<file path="src/rtl/ili9486_bus_receiver.sv">
// 8080-bus responder for the ILI9486 CASET/PASET/RAMWR subset: synchronizes the
// asynchronous bus, decodes commands and streams assembled pixels over AXI stream.
module ili9486_bus_receiver #(
  parameter int SYNC_STAGES           = 2,
  parameter int STREAM_COLORMODE_RGBA = 0,
  parameter int DEFAULT_EC            = 319,
  parameter int DEFAULT_EP            = 479
) (
  input  logic        aclk,
  input  logic        reset,
  input  logic [7:0]  data,
  input  logic        wr,
  input  logic        rd,
  input  logic        cs,
  input  logic        dc,
  output logic        m_axis_tvalid,
  input  logic        m_axis_tready,
  output logic [15:0] m_axis_tdata,
  output logic        m_axis_tuser,
  output logic        m_axis_tlast,
  output logic        overflow
);

  localparam logic [15:0] EC_RST = 16'(DEFAULT_EC);
  localparam logic [15:0] EP_RST = 16'(DEFAULT_EP);

  typedef enum logic [2:0] {IDLE, CASET, PASET, RAMWR, SKIP} state_t;

  function automatic logic [15:0] color_map(input logic [15:0] p);
    if (STREAM_COLORMODE_RGBA != 0)
      color_map = {p[15:12], p[10:7], p[4:1], 4'hF};
    else
      color_map = p;
  endfunction

  logic unused_rd;
  assign unused_rd = rd;

  // Stage p0: synchronizer chains
  logic [SYNC_STAGES-1:0] cs_p0;
  logic [SYNC_STAGES-1:0] wr_p0;
  logic [SYNC_STAGES-1:0] dc_p0;
  logic [7:0]             data_p0 [SYNC_STAGES];

  always_ff @(posedge aclk) begin
    if (reset) begin
      cs_p0 <= '1;
      wr_p0 <= '1;
    end else begin
      cs_p0 <= {cs_p0[SYNC_STAGES-2:0], cs};
      wr_p0 <= {wr_p0[SYNC_STAGES-2:0], wr};
    end
  end

  always_ff @(posedge aclk) begin
    dc_p0      <= {dc_p0[SYNC_STAGES-2:0], dc};
    data_p0[0] <= data;
    for (int i = 1; i < SYNC_STAGES; i++)
      data_p0[i] <= data_p0[i-1];
  end

  logic       cs_s, wr_s, dc_s;
  logic [7:0] data_s;
  assign cs_s   = cs_p0[SYNC_STAGES-1];
  assign wr_s   = wr_p0[SYNC_STAGES-1];
  assign dc_s   = dc_p0[SYNC_STAGES-1];
  assign data_s = data_p0[SYNC_STAGES-1];

  // Stage p1: write-edge detection and byte decode
  logic wr_prev_p1;
  always_ff @(posedge aclk) begin
    if (reset) wr_prev_p1 <= 1'b1;
    else       wr_prev_p1 <= wr_s;
  end

  logic wr_evt, cmd_evt, dat_evt;
  assign wr_evt  = wr_s & ~wr_prev_p1 & ~cs_s;
  assign cmd_evt = wr_evt & ~dc_s;
  assign dat_evt = wr_evt & dc_s;

  state_t      state;
  logic [1:0]  par_cnt;
  logic        byte_phase;
  logic [15:0] sc, ec, sp, ep, x, y;
  logic [7:0]  start_hi_p1, start_lo_p1, end_hi_p1, pix_hi_p1;

  // Partial-value holding registers carry no reset; the counters qualify them.
  always_ff @(posedge aclk) begin
    if (dat_evt) begin
      if (state == CASET || state == PASET) begin
        case (par_cnt)
          2'd0:    start_hi_p1 <= data_s;
          2'd1:    start_lo_p1 <= data_s;
          2'd2:    end_hi_p1   <= data_s;
          default: ;
        endcase
      end
      if (state == RAMWR && !byte_phase) pix_hi_p1 <= data_s;
    end
  end

  logic        pix_done;
  logic [15:0] pix_word;
  assign pix_done = dat_evt && (state == RAMWR) && byte_phase;
  assign pix_word = {pix_hi_p1, data_s};

  // Stage p2: position tracking and single-entry output register
  always_ff @(posedge aclk) begin
    if (reset) begin
      state         <= IDLE;
      par_cnt       <= 2'd0;
      byte_phase    <= 1'b0;
      sc            <= 16'd0;
      ec            <= EC_RST;
      sp            <= 16'd0;
      ep            <= EP_RST;
      x             <= 16'd0;
      y             <= 16'd0;
      m_axis_tvalid <= 1'b0;
      m_axis_tdata  <= 16'd0;
      m_axis_tuser  <= 1'b0;
      m_axis_tlast  <= 1'b0;
      overflow      <= 1'b0;
    end else begin
      if (m_axis_tvalid && m_axis_tready) m_axis_tvalid <= 1'b0;
      if (cs_s) byte_phase <= 1'b0;

      if (cmd_evt) begin
        byte_phase <= 1'b0;
        par_cnt    <= 2'd0;
        case (data_s)
          8'h2A:   state <= CASET;
          8'h2B:   state <= PASET;
          8'h2C: begin
            state <= RAMWR;
            x     <= sc;
            y     <= sp;
          end
          default: state <= SKIP;
        endcase
      end else if (dat_evt) begin
        case (state)
          CASET, PASET: begin
            par_cnt <= par_cnt + 2'd1;
            if (par_cnt == 2'd3) begin
              if (state == CASET) begin
                sc <= {start_hi_p1, start_lo_p1};
                ec <= {end_hi_p1, data_s};
              end else begin
                sp <= {start_hi_p1, start_lo_p1};
                ep <= {end_hi_p1, data_s};
              end
              state <= IDLE;
            end
          end
          RAMWR: begin
            byte_phase <= ~byte_phase;
            if (byte_phase) begin
              if (x == ec) begin
                x <= sc;
                y <= (y == ep) ? sp : y + 16'd1;
              end else begin
                x <= x + 16'd1;
              end
            end
          end
          default: ;
        endcase
      end

      // A pixel finishing while the register is stalled has nowhere to go.
      if (pix_done) begin
        if (!m_axis_tvalid || m_axis_tready) begin
          m_axis_tvalid <= 1'b1;
          m_axis_tdata  <= color_map(pix_word);
          m_axis_tuser  <= (x == sc) && (y == sp);
          m_axis_tlast  <= (x == ec);
        end else begin
          overflow <= 1'b1;
        end
      end
    end
  end

endmodule

</file>
<file path="config.mk">
export PLATFORM = sky130hd
export DESIGN_NAME = ili9486_bus_receiver
export DESIGN_NICKNAME = d
export VERILOG_FILES = /design/src/rtl/ili9486_bus_receiver.sv
export SDC_FILE = /design/constraint.sdc
export NUM_CORES = 1
export LEC_CHECK = 0
export CAP_MARGIN = 20
export CORE_MARGIN = 5
export CORE_UTILIZATION = 55
export CTS_CLUSTER_SIZE = 25
export DETAILED_ROUTE_END_ITERATION = 12
export PLACE_DENSITY = 0.77
export SLEW_MARGIN = 20
export SYNTH_ARGS = -nofsm -noshare
export SYNTH_HDL_FRONTEND = slang
export SYNTH_SLANG_ARGS = --single-unit
</file>
<file path="constraint.sdc">
create_clock -name aclk -period 5.8 [get_ports aclk]
set_input_delay 0.58 -clock aclk [delete_from_list [all_inputs] [get_ports aclk]]
set_output_delay 0.58 -clock aclk [all_outputs]
set_load 0.05 [all_outputs]
</file>
==> key figures, run 1 <==
Worst setup path
  • Crit-path slowest cell: dfxtp_1
  • Critical path depth: 8
  • Bufs and invs on worst path: 2
  • Crit-path most repeated cell: buf_4
  • R2r worst-path depth: 8
  • Reg-to-Reg End: y[0]
  • Arr. time, crit path: just over 3 ns
  • Worst setup EP type: flip-flop
  • CP peak stage delay: between 0.6 and 0.7 ns
  • Worst-path fanout max: 31
  • Kind of critical path: reg -> reg
  • Worst reg2reg startpoint: data_p0[0][10]
  • Top Family by Delay on Critical Path: simple AND/OR/NAND/NOR gates
  • CP Data Required Time: 6.15 ns
  • CP Cell Sequence: nor3b_2 > nand4b_1 > a21oi_2 > buf_4 > o21ai_2 > buf_4 > or4_1 > a31oi_1
  • R2R Setup Slk: roughly 3 ns
  • Startpoint types: flip-flop

Placed design
  • GP Congestion: 0.886
  • Inst Count DP: a little over 1000
  • Port buffer count: 33
  • Post-DP HPWL: between 10000 and 15000 um

Timing
  • Slew Viols, Final: 0
  • Worst relative slew slack: around two fifths
  • Worst Max-Slew Pin Slew: roughly 0.87 ns
  • Setup TNS: 0 ns
  • FMAX: between 300 and 400 MHz
  • Final setup fails: 0
  • Fin Clk Skew: between 0.01 and 0.015 ns
  • Tcrit/Tclk final: a little under half
  • RSZ-0062 raised after global routing: no
  • Final Hold Vio Count: 0
  • Crit path time final: ~2.7 ns

Worst hold path
  • Hold Crit Class: reg -> reg
  • Hold Path Depth: 0
  • Beginning of the worst hold path: data_p0[0][0]
  • Hold EP: data_p0[0][8]

Die
  • Die Wd: about 130 um
  • Row cnt: 43
  • Vert. Die Dim: approximately 130 um
  • IO Pins: 35
  • Initial Utilization: between 50% and 60%
  • Core area: between 10000 and 15000 um^2
  • Die Area: between 15000 and 20000 um^2

Clock network
  • # resized after CTS: 0
  • Setup bufs post-CTS: 0
  • CTS Buf Count: 17
  • CTS max path bufs: 2
  • CTS clk-pin slew, worst paths: 0.06 ns
  • Hold_buf cts: 0
  • CTS tree: built
  • H-tree levels: 4
  • Clk_lat worst skew: between 0.4 and 0.5 ns
  • Clock sink count: 177
  • CTS root buffer: clkbuf_16

Routing
  • DRC violations left: 0
  • Initial DRC count: slightly above 700
  • DRT antenna net count: 0
  • Vias per std cell: roughly 6
  • WL/cell: roughly 18 um
  • Vias: approximately 6000
  • Routed WL: 18900 um
  • Detailed Routing Iterations Pass 1: 8

Global routing
  • Vias in the first global route: ~5700
  • Largest net degree at the start of global routing: 91
  • Initial antenna violation count: 0
  • Total congestion overflow: 0
  • First-pass GRT wire length: between 30000 and 40000 um
  • GRT Total Usage: a little under a quarter

Yosys
  • Main synth FF type: dfxtp_1
  • Syn Inst Count: 854
  • Synthesized net count: 875
  • Yosys cell types: slightly above 60
  • Seq cells post-synth: between 150 and 200
  • Syn Area/Cell: 9.09 um^2
  • Number of synthesis warnings: 0
  • Cell Area, Synth: between 7000 and 8000 um^2
  • Register area share after synthesis: approximately 50%
  • Async set-reset flop share out of synthesis: 0%
  • Post-synth EDFFs: 32

Power and ir drop
  • Leak pwr: slightly below 3 nW
  • VDD IR max: between 0.2 and 0.25 mV
  • Power Density: 279 nW/um^2

Cells and area
  • Fin nets: 872
  • Layout cells sized above 1: 6.95%
  • Finished Layout Cells: around 1000
  • Fillcell total: around 1200
  • Antenna cells: 0
  • Area growth syn-to-layout: 11.2%

Outcome
  • Status: completed

Run
  • Max-cap viol count: 0
[cell families after synthesis]
kind of cell	after synthesis	share of synthesized area (%)
AOI/OAI and AO/OA	144	11.5
muxes	18	2.34
and+or+nand+nor	363	22.7
buffers and inverters	75	4.58
adders and majority gates	6	0.967
xor gates and xnor gates	71	8.21
DFF	177	49.8
[routing by layer]
layer / routed length [um] / GRT usage (%) / share of wire, % / up-vias
met5: 0 / 0 / 0 / -
li1: - / - / - / 2923
met3: 1130 / 4.44 / 6.0 / 35
met4: 435 / 8.83 / 2.3 / 0
met2: 8780 / 36.8 / 46 / 211
met1: 8560 / 32.7 / 45 / 2911
[where the power goes]
part	switching (W)	total, W	internal [W]
clock	0.000482	0.00109	0.000603
sequential	0.0000198	0.00128	0.00126
combinational	0.0000233	0.0000449	0.0000216
[area by class of cell]
cell class                 count  area, um^2  share of cell area (%)
tap                          180         225                    2.61
timing repair buffer          42         395                    4.58
inverter                      11        41.3                   0.479
clock inverter                 8        68.8                   0.798
multi-input combinational    602        3540                    41.1
clock buffer                  23         489                    5.67
sequential                   177        3860                    44.8
[registers in the layout (all words and copies together), names as in the netlist, 3 cells and up]
name          cells
x                16
ec               16
sc               16
start_lo_p1       8
data_p0          16
state             3
y                16
sp               16
pix_hi_p1         8
m_axis_tdata     16
end_hi_p1         8
ep               16
start_hi_p1       8
[through the flow]
stage / power, W / utilization [%] / hold slack [ns] / worst slack, ns / area (um^2)
2_1_floorplan: 0.00133 / - / 0.310 / 3.82 / 7760
3_3_place_gp: 0.00135 / 58.1 / 0.311 / 3.19 / 8070
3_5_place_dp: 0.00135 / 58.1 / 0.312 / 3.13 / 8070
4_1_cts: 0.00242 / 62.2 / 0.328 / 3.10 / 8630
5_1_grt: 0.00248 / 62.2 / 0.333 / 2.90 / 8630
6_report: 0.00241 / 62.2 / 0.327 / 3.05 / 8630
[cell usage in the layout (no fill, tap or decap), types with 12 or more instances in the layout]
master and n:
o32ai_1 12, mux2i_1 17, nand3_1 25, clkdlybuf4s50_1 32, nand2b_1 15, xnor2_1 66
nand2_1 195, nor2_1 34, a21oi_1 88, nor3_1 13, nand3b_1 15, edfxtp_1 32
dfxtp_1 145, nand4_1 21, clkbuf_16 18
[cells in the mapped netlist, drive strengths merged, types with 15 or more instances]
cell	instances	area share, %
edfxtp	32	12
dfxtp	145	37
nand3	25	1.6
nand3b	15	1.5
nand4	22	1.9
nor2	35	1.8
nand2b	15	1.2
xnor2	68	7.9
clkbuf	36	1.8
nand2	195	9.4
mux2i	17	2.2
a21oi	89	5.7
buf	28	2.3
[worst max path at each step]
| stage | from | end | slack (ns) |
|---|---|---|---|
| final | data_p0[0][10] | y[0] | 3.05 |
| after detailed placement | data_p0[0][10] | y[0] | 3.13 |
| after CTS | data_p0[0][10] | y[0] | 3.10 |
| after floorplan | wr_prev_p1 | end_hi_p1[0] | 3.82 |
| after global routing | data_p0[0][10] | y[0] | 2.90 |
| after global placement | data_p0[0][10] | y[0] | 3.19 |
(Power assumes the default switching activity.)
==> run 2, diff against run 1 <==
- CORE_UTILIZATION: 55 -> 54
- PLACE_DENSITY: 0.77 -> 0.78
- clock period: 5.8 -> 2.2 ns (I/O delays scaled with it)
==> run 2 against run 1 <==
  * Total power rose to 2.7 times the previous value
  * Non-clock buffer count rose by 67
  * Clock power rose to 2.7 times the previous value
==> key figures, run 2 (synthesis gave the netlist of run 1 again) <==
Die
  • Row cnt: 43
  • Initial Utilization: 55.5%
  • Core area: ~14000 um^2
  • Vert. Die Dim: between 100 and 150 um
  • Die Wd: roughly 130 um
  • Die Area: roughly 17000 um^2
  • IO Pins: 35

Placed design
  • GP Congestion: 0.907
  • Post-DP HPWL: ~14000 um
  • Placed Area: around 8600 um^2
  • Port buffer count: 33

Clock network
  • CTS tree: built
  • CTS max path bufs: 2
  • Clock sink count: between 150 and 200
  • CTS root buffer: clkbuf_16
  • CTS Buf Count: 17
  • Clk_lat worst skew: approximately 0.44 ns
  • H-tree levels: 4
  • CTS clk-pin slew, worst paths: ~0.070 ns
  • Hold_buf cts: 0

Power and ir drop
  • Power Density: roughly 700 nW/um^2
  • Leak pwr: 3.30 nW
  • VDD IR max: about 0.66 mV

Global routing
  • First-pass GRT wire length: roughly 32000 um
  • Vias in the first global route: just under 6000
  • Total congestion overflow: 0
  • Initial antenna violation count: 0
  • GRT Total Usage: 24.7%
  • Largest net degree at the start of global routing: 43

Routing
  • Vias: 6352
  • Initial DRC count: between 800 and 900
  • Routed WL: around 20000 um
  • WL/cell: approximately 18 um
  • DRT antenna net count: 0
  • DRC violations left: 0
  • Detailed Routing Iterations Pass 1: 6
  • Vias per std cell: about 5.7

Outcome
  • Status: completed

Cells and area
  • Fillcell total: about 1100
  • Fin area: 9240 um^2
  • Most common cell after layout, fill and taps aside: nand2_1
  • Area growth syn-to-layout: 19.1%
  • Fin nets: approximately 940
  • Layout cells sized above 1: 14.9%
  • Final core occ: 66.1%
  • Antenna cells: 0
  • Most frequent cells in the layout: nand2_1, dfxtp_1, a21oi_1, buf_4, xnor2_1

Timing
  • Crit path time final: 2.14 ns
  • Final Hold Vio Count: 0
  • RSZ-0062 raised after global routing: yes
  • Final setup fails: 0
  • Tcrit/Tclk final: a little over nine tenths
  • Fin Clk Skew: roughly 0.009 ns
  • Worst Max-Slew Pin Slew: between 0.6 and 0.7 ns
  • FMAX: between 400 and 500 MHz
  • Slew Viols, Final: 0
  • Worst hold slack: approximately 0.22 ns
  • Worst relative slew slack: 56.1%

Worst hold path
  • Hold Crit Class: in -> reg

Worst setup path
  • Kind of critical path: reg -> reg
  • CP Data Required Time: between 2 and 3 ns
  • Worst setup EP type: flip-flop
  • Worst-path fanout max: 11
  • Arr. time, crit path: about 2.5 ns
  • Startpoint types: flip-flop

Run
  • Max-cap viol count: 0
==> run 2: report_power, final <==
part,total (W),internal [W],switching [W]
registers,0.00333,0.00332,0.0000157
clock network,0.00296,0.00153,0.00143
logic,0.000198,0.0000873,0.000111
total,0.00649,0.00493,0.00156
==> run 2: per-stage QoR <==
| step | std cells | worst slack [ns] | total power (W) | TNS, ns |
|---|---|---|---|---|
| after global routing | 1111 | -0.0752 | 0.00669 | -0.0752 |
| after CTS | 1107 | 0.00672 | 0.00652 | 0 |
| after detailed placement | 1075 | 0.0338 | 0.00360 | 0 |
| after global placement | 1075 | 0.0803 | 0.00360 | 0 |
| after floorplan | 854 | 0.217 | 0.00350 | 0 |
| final | 1111 | 0.0615 | 0.00649 | 0 |
==> run 2: what timing repair did <==
action	4_1_cts	5_1_grt
gates resized for setup	0	9
setup buffers	0	4
setup endpoints to repair	0	19
==> run 2: metal layers <==
| metal | part of all wire [%] | vias up | GRT usage (%) |
|---|---|---|---|
| met1 | 44 | 3000 | 35.0 |
| li1 | - | 3059 | - |
| met3 | 7.5 | 41 | 4.95 |
| met5 | 0 | - | 0 |
| met4 | 2.6 | 0 | 8.62 |
| met2 | 46 | 252 | 37.8 |
==> run 2: final cells by class <==
| cell class | count | area, um^2 | share of cell area [%] |
|---|---|---|---|
| Clock inverter | 15 | 160 | 1.73 |
| Inverter | 11 | 41.3 | 0.447 |
| Tap cell | 180 | 225 | 2.44 |
| Sequential cell | 177 | 3870 | 41.8 |
| Timing Repair Buffer | 109 | 948 | 10.3 |
| Clock buffer | 17 | 425 | 4.60 |
| Multi-Input combinational cell | 602 | 3580 | 38.7 |
==> run 2: critical path: stages, from the launching register on <==
cell	delay, ns
dfxtp_1	0.33
xnor2_2	0.18
nand4_1	0.21
nor4_4	0.39
buf_4	0.19
o21ai_4	0.11
or4_1	0.48
a31oi_1	0.18
==> run 2: final timing paths <==
kind         cells after the start              to          start  slack (ns)
min reg2reg                      0  data_p0[0][12]  data_p0[0][4]        0.33
min                              2        state[0]          reset        0.22
max reg2reg                      7            y[0]          ec[3]        0.06
max                              7            y[0]          ec[3]        0.06
==> run 3, diff against run 2 <==
- CORE_UTILIZATION: 54 -> 30
- MAX_ROUTING_LAYER: not set -> met4
- PLACE_DENSITY: 0.78 -> 0.5
==> run 3 against run 2 <==
  * Die area rose by 73%
  * Global-route usage fell by 8.4 points
  * Sequential power barely moved
  * Sequential cell count did not move
  * Final cell count rose by 14%
  * Combinational power barely moved
  * Non-clock buffer count rose by 1
==> key figures, run 3 (synthesis gave the netlist of run 1 again) <==
Outcome
  • Status: completed

Worst setup path
  • Worst-path fanout max: 18
  • Kind of critical path: reg -> reg
  • CP Data Required Time: 2.54 ns
  • Reg-to-Reg End: y[8]
  • R2R Setup Slk: between 0.01 and 0.015 ns
  • Crit path from: x[10]
  • Worst setup EP type: flip-flop
  • Startpoint types: flip-flop
  • Worst reg2reg startpoint: x[10]
  • R2r worst-path depth: 8
  • Arr. time, crit path: ~2.5 ns
  • Critical Path Sink: y[8]

Clock network
  • H-tree levels: 4
  • CTS Buf Count: 17
  • CTS tree: built
  • Clock sink count: 177
  • CTS clk-pin slew, worst paths: 0.08 ns
  • Hold_buf cts: 0
  • Clk_lat worst skew: 0.43 ns
  • CTS root buffer: clkbuf_16
  • CTS max path bufs: 2

Cells and area
  • Most common cell after layout, fill and taps aside: nand2_1
  • Fillcell total: 2585
  • Antenna cells: 0
  • Layout cells sized above 1: between 10% and 20%
  • Area growth syn-to-layout: 22.2%
  • Fin nets: around 940
  • Most frequent cells in the layout: nand2_1, dfxtp_1, a21oi_1, buf_4, xnor2_1

Power and ir drop
  • Leak pwr: between 3 and 4 nW
  • Switching power share of the total: 24.7%
  • Logic pwr share: under 10%
  • Pwr Total: between 0.006 and 0.007 W
  • P_int: a little under 0.005 W
  • VDD IR max: 0.443 mV
  • Reg power frac: ~50%
  • Net switching power: approximately 0.0016 W
  • Power Density: between 600 and 700 nW/um^2
  • Clock power share: a little under half

Routing
  • Routed WL: roughly 23000 um
  • WL/cell: 18.2 um
  • Initial DRC count: between 500 and 600
  • Vias per std cell: about 4.9
  • Detailed Routing Iterations Pass 1: 5
  • Vias: roughly 6200
  • DRC violations left: 0
  • DRT antenna net count: 0

Worst hold path
  • Hold Crit Class: in -> reg

Die
  • Die Area: 29200 um^2
  • Vert. Die Dim: ~170 um
  • Die Wd: 171 um
  • Core area: 25300 um^2
  • IO Pins: 35
  • Initial Utilization: a little under a third
  • Row cnt: between 50 and 60

Timing
  • Crit path time final: ~2.2 ns
  • Fin Clk Skew: roughly 0.013 ns
  • Tcrit/Tclk final: slightly below 100%
  • Worst relative slew slack: 54.0%
  • Final setup fails: 0
  • Worst hold slack: 0.124 ns
  • FMAX: ~460 MHz
  • Worst Max-Slew Pin Slew: 0.690 ns
  • Slew Viols, Final: 0
  • Final Hold Vio Count: 0
  • RSZ-0062 raised after global routing: yes

Global routing
  • Total congestion overflow: 0
  • First-pass GRT wire length: about 35000 um
  • Initial antenna violation count: 0
  • Vias in the first global route: between 5000 and 6000
  • GRT Total Usage: around 16%
  • Largest net degree at the start of global routing: between 70 and 80

Placed design
  • GP Congestion: ~0.82
  • Port buffer count: 33
  • Post-DP HPWL: ~16000 um

Run
  • Max-cap viol count: 0
## run 3: changes by cell type in the layout (fill, tap and decap cells not counted), moves of 2 or more
cell / delta
buf_4: -3
dfxtp_1: -5
dfxtp_2: +5
buf_6: +2
clkinv_4: -2
buf_12: +2
## run 3: layer usage
| layer | up-vias | GRT usage, % | routed length [um] |
|---|---|---|---|
| li1 | 3056 | - | - |
| met1 | 3029 | 23.4 | 11700 |
| met2 | 115 | 24.2 | 10400 |
| met3 | 12 | 2.73 | 676 |
| met4 | 0 | 4.00 | 231 |
| met5 | - | - | 0 |
## run 3: metrics by stage
stage | instances | TNS [ns] | setup slack, ns | util [%] | cell area, um^2
5_1_grt | 1263 | -0.0400 | -0.0199 | 37.4 | 9480
3_5_place_dp | 1225 | -0.145 | -0.0694 | 34.7 | 8790
6_report | 1263 | 0 | 0.0143 | 37.4 | 9480
3_3_place_gp | 1225 | -0.0653 | -0.0334 | 34.7 | 8790
2_1_floorplan | 854 | 0 | 0.217 | - | 7760
4_1_cts | 1257 | 0 | 0.000206 | 37.0 | 9370
## run 3: timing repair
| item | 4_1_cts | 5_1_grt |
|---|---|---|
| cloned | 0 | 1 |
| gates resized for setup | 2 | 15 |
| setup endpoints to repair | 5 | 7 |
| buffers inserted | 0 | 5 |
| pin swaps | 1 | 9 |
## run 3: how the worst min path moves through the flow
stage                  startpoint        endpoint  depth (start not counted)
global placement    data_p0[0][3]  data_p0[0][11]                          0
CTS                         reset          ec[12]                          2
global route                reset          sc[14]                          2
floorplan                 data[0]   data_p0[0][0]                          0
finish                      reset           sc[4]                          2
detailed placement  data_p0[0][0]   data_p0[0][8]                          0
## run 3: layout make-up
cell class,instances,area (um^2),area share [%]
flip-flops and latches,177,3870,40.9
clock inverters,14,143,1.50
inverters,11,41.3,0.436
multi-input cells,603,3590,37.9
repair buffers,110,988,10.4
clock buffers,18,429,4.53
well taps,330,413,4.36
## run 3: power by group through the flow
stage / Clock (W) / Combinational (W) / Sequential, W
2_1_floorplan: 0 / 0.0000922 / 0.00341
3_3_place_gp: 0 / 0.000201 / 0.00341
3_5_place_dp: 0 / 0.000199 / 0.00341
4_1_cts: 0.00306 / 0.000200 / 0.00333
5_1_grt: 0.00322 / 0.000214 / 0.00334
6_report: 0.00300 / 0.000201 / 0.00333
## run 3: critical path, stage by stage (launching register included)
cell and delay [ns]:
dfxtp_2 0.33, xnor2_1 0.16, nand4_1 0.28, nor4_4 0.43, buf_4 0.19, o21ai_4 0.08, buf_12 0.17, a21o_1 0.17
a221oi_2 0.28
